==> src/rtl/alu_op_sequencer.sv <==
// alu_op_sequencer: command FIFO plus a three-state sequencer in front of a
// combinational 16-bit ALU. Each command is popped, driven to the ALU for one
// cycle, and its result is returned over a valid/ready channel. An accumulator
// holds the last ALU result so a command can chain on the previous one.
// Optional macro ALU_SEQ_STATS_EN adds saturating issued/dropped counters.
`timescale 1ns/1ps

module alu_op_sequencer #(
  parameter int W     = 16,
  parameter int DEPTH = 4
) (
  input  logic         clk,
  input  logic         clear,
  input  logic         cmd_valid,
  output logic         cmd_ready,
  input  logic [3:0]   cmd_opcode,
  input  logic [W-1:0] cmd_a,
  input  logic [W-1:0] cmd_b,
  input  logic         cmd_use_acc,
  output logic [3:0]   alu_opcode,
  output logic [W-1:0] alu_in1,
  output logic [W-1:0] alu_in2,
  input  logic [W-1:0] alu_out,
  output logic         res_valid,
  input  logic         res_ready,
  output logic [W-1:0] res_data,
  output logic [3:0]   res_opcode,
  output logic         res_err
`ifdef ALU_SEQ_STATS_EN
  ,
  output logic [15:0]  stat_issued,
  output logic [15:0]  stat_dropped
`endif
);

  localparam int AW = (DEPTH > 1) ? $clog2(DEPTH) : 1;
  localparam int CW = $clog2(DEPTH + 1);
  localparam logic [CW-1:0] FULL_CNT = CW'(DEPTH);

  localparam logic [3:0] OP_NOOP  = 4'h0;
  localparam logic [3:0] OP_ADD   = 4'h1;
  localparam logic [3:0] OP_DIV   = 4'h4;
  localparam logic [3:0] OP_NOT   = 4'h8;
  localparam logic [3:0] OP_RESET = 4'hF;

  typedef enum logic [1:0] {
    ST_IDLE  = 2'd0,
    ST_ISSUE = 2'd1,
    ST_RESP  = 2'd2
  } state_t;

  state_t state_q;

  // Command storage; small enough that a combinational head read is cheap and
  // lets IDLE decode the head on the same edge it pops it.
  logic [3:0]   fifo_op_q  [DEPTH];
  logic [W-1:0] fifo_a_q   [DEPTH];
  logic [W-1:0] fifo_b_q   [DEPTH];
  logic         fifo_acc_q [DEPTH];

  logic [AW-1:0] wr_ptr_q;
  logic [AW-1:0] rd_ptr_q;
  logic [CW-1:0] count_q;

  logic fifo_full;
  logic fifo_empty;
  logic push;
  logic pop;

  logic [3:0]   head_op;
  logic [W-1:0] head_a;
  logic [W-1:0] head_b;
  logic         head_use_acc;
  logic         head_legal;
  logic         head_div0;
  logic         head_dropped;
  logic [W-1:0] head_in1;

  logic [3:0]   alu_opcode_q;
  logic [W-1:0] alu_in1_q;
  logic [W-1:0] alu_in2_q;
  logic         res_valid_q;
  logic [W-1:0] res_data_q;
  logic [3:0]   res_opcode_q;
  logic         res_err_q;
  logic [W-1:0] acc_q;

  // Readiness looks only at fullness, never at a simultaneous pop.
  assign fifo_full  = (count_q == FULL_CNT);
  assign fifo_empty = (count_q == '0);
  assign cmd_ready  = !fifo_full;
  assign push       = cmd_valid && !fifo_full;
  assign pop        = (state_q == ST_IDLE) && !fifo_empty;

  assign head_op      = fifo_op_q[rd_ptr_q];
  assign head_a       = fifo_a_q[rd_ptr_q];
  assign head_b       = fifo_b_q[rd_ptr_q];
  assign head_use_acc = fifo_acc_q[rd_ptr_q];

  // Opcodes the ALU actually executes; NOOP, RESET and 1001-1110 never reach it.
  assign head_legal   = (head_op >= OP_ADD) && (head_op <= OP_NOT);
  assign head_div0    = (head_op == OP_DIV) && (head_b == '0);
  assign head_dropped = head_div0 || ((head_op > OP_NOT) && (head_op != OP_RESET));
  assign head_in1     = head_use_acc ? acc_q : head_a;

  assign alu_opcode = alu_opcode_q;
  assign alu_in1    = alu_in1_q;
  assign alu_in2    = alu_in2_q;
  assign res_valid  = res_valid_q;
  assign res_data   = res_data_q;
  assign res_opcode = res_opcode_q;
  assign res_err    = res_err_q;

  // Write accepted commands into the slot at the write pointer.
  always_ff @(posedge clk) begin
    if (push) begin
      fifo_op_q[wr_ptr_q]  <= cmd_opcode;
      fifo_a_q[wr_ptr_q]   <= cmd_a;
      fifo_b_q[wr_ptr_q]   <= cmd_b;
      fifo_acc_q[wr_ptr_q] <= cmd_use_acc;
    end
  end

  // FIFO pointers and occupancy; pointers wrap naturally since DEPTH is a power of two.
  always_ff @(posedge clk) begin
    if (clear) begin
      wr_ptr_q <= '0;
      rd_ptr_q <= '0;
      count_q  <= '0;
    end else begin
      if (push) wr_ptr_q <= wr_ptr_q + AW'(1);
      if (pop)  rd_ptr_q <= rd_ptr_q + AW'(1);
      case ({push, pop})
        2'b10:   count_q <= count_q + CW'(1);
        2'b01:   count_q <= count_q - CW'(1);
        default: count_q <= count_q;
      endcase
    end
  end

  // Sequencer: decode the head in IDLE, hold the ALU inputs for one ISSUE cycle,
  // then present the captured result until it is consumed.
  always_ff @(posedge clk) begin
    if (clear) begin
      state_q      <= ST_IDLE;
      alu_opcode_q <= OP_NOOP;
      alu_in1_q    <= '0;
      alu_in2_q    <= '0;
      res_valid_q  <= 1'b0;
      res_data_q   <= '0;
      res_opcode_q <= 4'h0;
      res_err_q    <= 1'b0;
      acc_q        <= '0;
    end else begin
      case (state_q)
        ST_IDLE: begin
          if (pop) begin
            if (head_div0) begin
              // Division by zero is answered locally with a flagged all-ones value.
              res_data_q   <= '1;
              res_opcode_q <= OP_DIV;
              res_err_q    <= 1'b1;
              res_valid_q  <= 1'b1;
              state_q      <= ST_RESP;
            end else if (head_legal) begin
              alu_opcode_q <= head_op;
              alu_in1_q    <= head_in1;
              alu_in2_q    <= head_b;
              state_q      <= ST_ISSUE;
            end else if (head_op == OP_RESET) begin
              acc_q <= '0;
            end
          end
        end
        ST_ISSUE: begin
          res_data_q   <= alu_out;
          res_opcode_q <= alu_opcode_q;
          res_err_q    <= 1'b0;
          res_valid_q  <= 1'b1;
          acc_q        <= alu_out;
          alu_opcode_q <= OP_NOOP;
          alu_in1_q    <= '0;
          alu_in2_q    <= '0;
          state_q      <= ST_RESP;
        end
        ST_RESP: begin
          if (res_ready) begin
            res_valid_q <= 1'b0;
            state_q     <= ST_IDLE;
          end
        end
        default: begin
          state_q <= ST_IDLE;
        end
      endcase
    end
  end

`ifdef ALU_SEQ_STATS_EN
  logic [15:0] stat_issued_q;
  logic [15:0] stat_dropped_q;
  logic [15:0] stat_issued_d;
  logic [15:0] stat_dropped_d;
  logic        issue_evt;
  logic        drop_evt;

  assign issue_evt = (state_q == ST_ISSUE);
  assign drop_evt  = pop && head_dropped;

  // Saturating increments for both statistics counters.
  always_comb begin
    stat_issued_d  = stat_issued_q;
    stat_dropped_d = stat_dropped_q;
    if (issue_evt && (stat_issued_q != 16'hFFFF)) stat_issued_d = stat_issued_q + 16'd1;
    if (drop_evt && (stat_dropped_q != 16'hFFFF)) stat_dropped_d = stat_dropped_q + 16'd1;
  end

  // Statistics registers, zeroed together with the rest of the block.
  always_ff @(posedge clk) begin
    if (clear) begin
      stat_issued_q  <= '0;
      stat_dropped_q <= '0;
    end else begin
      stat_issued_q  <= stat_issued_d;
      stat_dropped_q <= stat_dropped_d;
    end
  end

  assign stat_issued  = stat_issued_q;
  assign stat_dropped = stat_dropped_q;
`endif

endmodule

==> config.mk <==
export PLATFORM = sky130hd
export DESIGN_NAME = alu_op_sequencer
export DESIGN_NICKNAME = d
export VERILOG_FILES = /design/src/rtl/alu_op_sequencer.sv
export SDC_FILE = /design/constraint.sdc
export NUM_CORES = 1
export LEC_CHECK = 0
export BUFFER_PORTS_ARGS = -buffer_cell sky130_fd_sc_hd__clkbuf_2
export CORE_MARGIN = 2
export CORE_UTILIZATION = 50
export CTS_CLUSTER_DIAMETER = 40
export DETAILED_ROUTE_END_ITERATION = 10
export PLACE_DENSITY = 0.73
export SYNTH_ARGS = -nofsm -noshare
export SYNTH_HDL_FRONTEND = slang
export SYNTH_SLANG_ARGS = --single-unit
==> constraint.sdc <==
create_clock -name clk -period 3 [get_ports clk]
set_clock_uncertainty 0.15 [all_clocks]
set_input_delay 0.3 -clock clk [delete_from_list [all_inputs] [get_ports clk]]
set_output_delay 0.3 -clock clk [all_outputs]
set_load 0.05 [all_outputs]
======== Word level (Yosys, flattened, before mapping) ========
Memories as Yosys holds them, arrays and structs flattened. A register that Yosys moved wholly into a read port is not among the register bits.
Index checks and enable logic that the tools add are counted.
W data, S select, Z words.
word-level totals
  RAM bits ................................ 148
  memories ................................ 4
  bits in registers ....................... 83
  output and inout bits ................... 59
memories
  memory      depth  bits a word  rd ports  clocked after Yosys merged registers in  wr ports  line  text
  fifo_a_q    4      16           1         1                                        1         57    logic [W-1:0] fifo_a_q [DEPTH];
  fifo_b_q    4      16           1         1                                        1         58    logic [W-1:0] fifo_b_q [DEPTH];
  fifo_op_q   4      4            1         1                                        1         56    logic [3:0] fifo_op_q [DEPTH];
  fifo_acc_q  4      1            1         1                                        1         59    logic fifo_acc_q [DEPTH];
cells by class
  magnitude comparators ................... 2
  equal/unequal tests ..................... 15
  mux-type cells .......................... 45
  add/subtract/negate cells ............... 4
  reduce and logical (&&, ||, !) cells .... 17
operators by type and width
  cell                   number
  $mux W16               13
  $pmux W16 S2           4
  $mux W2                12
  $mux W4                5
  $logic_not A16 Y1      1
  $pmux W4 S2            2
  $ne A2 B2 Y1 const B   6
  $reduce_and A4 Y1      2
  $pmux W2 S3            1
  $pmux W3 S2            1
  $reduce_and A3 Y1      2
  $mux W1                5
  $reduce_and A5 Y1      1
  $add A2 B1 Y2 const B  2
  $eq A2 B1 Y1 const B   2
  $eq A2 B2 Y1 const B   2
  $eq A4 B3 Y1 const B   1
  $eq A4 B4 Y1 const B   1
  $ge A4 B1 Y1 const B   1
  $le A4 B4 Y1 const B   1
  $logic_and A1 B1 Y1    4
  $reduce_bool A2 Y1     2
  $add A3 B1 Y3 const B  1
  $eq A3 B3 Y1 const B   1
  other kinds (9)        10

======== Longest topological paths before layout ========
  depth in word-level cells ............... 6
  mapped depth ............................ 10

======== Worst setup path after synthesis ========
No wires, ideal clock.
  path type ............................... reg2reg
  start ................................... register count_q[0]
  end ..................................... register count_q[2]
  arrival time ............................ 2,474 ps
  stages on the path, launching flop included .. 11
  library setup time ...................... 71 ps
  path slack .............................. 305 ps
  data required time ...................... 2,779 ps
  cell sequence ........................... dfxtp_1 -> inv_1 -> nand3_1 -> and2_1 -> inv_1 -> ha_1 -> inv_1 -> fa_1 -> xor2_1 -> or3_1 -> a21oi_1
on the way
  cells in the longest elaborated chain, start to end .. 5
  elaborated cells between the ends (all ways) .. 12
  those cells by class .................... add/sub (2); eq/ne (3); mux (1); reduce/logical (6)
RTL lines
  what                                               line  text
  from (decl)                                        63    logic [CW-1:0] count_q;
  from (signal assigned)                             134   2'b10: count_q <= count_q + CW'(1);
  from (signal assigned)                             135   2'b01: count_q <= count_q - CW'(1);
  from (signal assigned)                             136   default: count_q <= count_q;
  $eq A3 B3 Y1 (*)                                   89    assign fifo_full = (count_q == FULL_CNT);
  $logic_not A1 Y1 (*)                               --
  net cmd_ready                                      15    output logic cmd_ready,
  $logic_and A1 B1 Y1 (*)                            92    assign push = cmd_valid && !fifo_full;
  $eq A2 B1 Y1 or $eq A2 B2 Y1 (tied branches)       133   case ({push, pop})
  $pmux W3 S2 or $reduce_bool A2 Y1 (tied branches)  --
Mark *: on every way through the listed nets, which the timed path passes. The rest lies on a longest branch.
A chain may end at the register's enable or synchronous reset.

==> impl_results.md <==
- Synth top area share: 48.59%
- Pre-CTS setup slack: 167.5 ps
- GRT Util Overall: 21.14%
- Via Count: 5791
- Post-route ant nets: 0
- Reg2Reg Depth: 7
- Critical path capture point type: flop
- Final hold slack: 87.54 ps
- Clock slew seen by the registers of the worst setup and hold paths: 50 ps
- Number of synthesized flops with an enable pin: 148
- Seq/Total Area, Yosys: 67.20%
- Port Buffers: 115
- Final RePlAce weighted congestion: 0.7701
- First-pass GRT wire length: 32200 um
- Worst path slowest cell: mux4_2
- Final WL: 20780 um
- CP Class: flop to flop
- Layout cells sized above 1: 32.03%
- Worst-path cell chain: buf_12 -> mux4_2 -> o31ai_4 -> nand2_2 -> a211oi_4 -> buf_4 -> mux2i_1
- Die X: 139.3 um
- Placement Rows: 49
- Largest net degree at the start of global routing: 63
- Post-cts resize count: 0
- Status: finished, final reports clean
- H-tree depth: 1
- Library cells used by synthesis: 50
- Synth Instances: 586
- Leakage: 0.004316 uW
- Synth area leaders: edfxtp_1 (49%), dfxtp_1 (19%), mux4_2 (5.9%), mux4_1 (3.7%), mux2i_1 (3.7%)
- Hold Fails Final Rpt: 0
- DRC viols: 0
- Slew @ Worst Pin: 1153 ps
- Post-CTS Setup Bufs: 0
- CP bufs+invs: 2
- Cts bufs inserted: 30
- Worst-Skew Late Latency: 530 ps
- Longest Clk Path Bufs: 3
- Slew Limit Headroom: 22.84%
- Grt total ovfl: 0
- Most frequent cell after synthesis: edfxtp_1
- Syn Area/Cell: 15.61 sq um
- Layout Nets: 832
- Core footprint: 17960 sq um
- CTS Hold Bufs: 54
- Hpwl dp: 13090 um
- Die height: 139.3 um
- Hold Path Depth: 4
- CP Depth: 7
- Root Driver: clkbuf_16
- Avg WL per Cell: 20.31 um
- Vias per inst: 5.661
- Period utilization: 96.61%
- DRT iter0 DRCs: 382
- Detailed Routing Iterations Pass 1: 5
- Maxcap violations: 0
- TritonCTS clock tree: yes
- Setup-failing EPs final: 0
- Fmax: 0.3450 GHz
- Max Slew Vio Count: 0
- Die area: 19390 sq um
- Yosys reg bits: 233
- Post-route worst setup slack: 101.6 ps
- Mapped Area: 9146 sq um
- Worst-path fanout max: 19
- Top_reg_cell synth: edfxtp_1
- Non-filler instance count after layout: 1023
- Layout area overhead: 26.33%
- Async SR Flop Fraction: 0%
- HP Class: input pin to flop
- Initial antenna violation count: 1
- Fin crit period: 2898 ps
- Placed cells: 912
- Yosys warning count: 0
- CP max stage delay: 580 ps
- Syn_nets: 649
- Critical path data required time: 3290 ps
- Area leader, netlist: edfxtp_1
- Fin Setup TNS: 0 ps
- Synth cell count leaders: edfxtp_1 (148), dfxtp_1 (85), nand2_1 (66), mux2i_1 (34), nor2_1 (32)
- Number of top-level pins: 116
- CTS Sinks: 233
- Crit path max-delay family: multiplexers
- VDD IR max: 0.0007643 V
- Vias in the first global route: 6022
- PD cells: 1017 nW/um^2
- Startpoint Class: flop
- Initial Utilization: 50.92%
- CP arrival: 3190 ps
==> stage by stage <==
| step | cell area (sq um) | power (uW) | util (%) |
|---|---|---|---|
| after floorplan | 9146 | 7235 | - |
| after global placement | 9983 | 8045 | 55.58 |
| after detailed placement | 9983 | 8158 | 55.58 |
| after CTS | 11550 | 11800 | 64.31 |
| after global routing | 11550 | 12240 | 64.32 |
| final | 11550 | 11760 | 64.32 |
==> power by group <==
part	total [uW]	switching (uW)	internal, uW	leakage, uW
registers	4370	341	4030	0.00205
logic	3830	2470	1360	0.00175
clock network	3560	1340	2210	0.000515
==> logic make-up after synthesis <==
group | Yosys count | synth area share, %
fa+ha+maj | 6 | 0.9029
simple gates | 130 | 6.526
compound gates | 76 | 7.182
buf+inv | 53 | 2.873
xor+xnor | 5 | 0.4789
mux | 83 | 14.84
flops | 233 | 67.20
==> sequential cells by signal (all words and copies together), names as in the netlist, named ones only <==
| name | flops |
|---|---|
| acc_q | 16 |
| alu_in2 | 16 |
| alu_opcode | 4 |
| res_err | 1 |
| fifo_b_q | 64 |
| alu_in1 | 16 |
| fifo_acc_q | 4 |
| wr_ptr_q | 2 |
| fifo_op_q | 16 |
| res_valid | 1 |
| rd_ptr_q | 2 |
| state_q | 2 |
| res_opcode | 4 |
| res_data | 16 |
| count_q | 3 |
| fifo_a_q | 64 |
==> metal layers <==
layer / global-route usage [%] / share of wire, % / vias up
met5: 0 / 0 / -
met4: 5.954 / 1.7 / 0
met3: 3.957 / 6.1 / 26
met2: 37.10 / 51 / 211
met1: 27.01 / 41 / 2903
li1: - / - / 2651
==> layout by cell type (no fill, tap or decap), drive strengths merged, types with 4 or more instances in the layout <==
cell / Yosys / layout
mux4: 37 / 37
nor3: 6 / 6
nor2: 32 / 32
o32ai: 4 / 4
clkinv: 1 / 11
mux2i: 34 / 34
mux2: 12 / 12
dfxtp: 85 / 85
clkbuf: 19 / 152
dlygate4sd3: 0 / 54
edfxtp: 148 / 148
o221a: 16 / 16
a21oi: 24 / 24
ha: 5 / 5
o221ai: 17 / 17
a31oi: 4 / 4
inv: 16 / 22
buf: 17 / 18
and3: 5 / 5
nand2: 67 / 67
==> worst paths after layout <==
kind | from | to | slack [ps]
setup / recovery | flop | alu_opcode[1] | 100
hold / removal | cmd_valid | wr_ptr_q[1] | 90
setup reg to reg | flop | alu_opcode[1] | 100
hold reg to reg | res_err | res_err | 310
==> final cells by class <==
cell class / instances / area (sq um)
antenna: 1 / 2.502
clock buffer: 37 / 853.3
clock inverter: 19 / 175.2
fill: 1285 / 6409
inverter: 17 / 63.81
multi-input combinational: 300 / 2750
sequential: 233 / 6147
tap: 229 / 286.5
timing repair buffer: 187 / 1276
==> worst reg2reg max path, cell delays in order (launching register included) <==
cell,delay (ps)
dfxtp_2,410
buf_12,180
mux4_2,580
o31ai_4,300
nand2_2,130
a211oi_4,390
buf_4,400
mux2i_1,280
(Power assumes the default switching activity.)
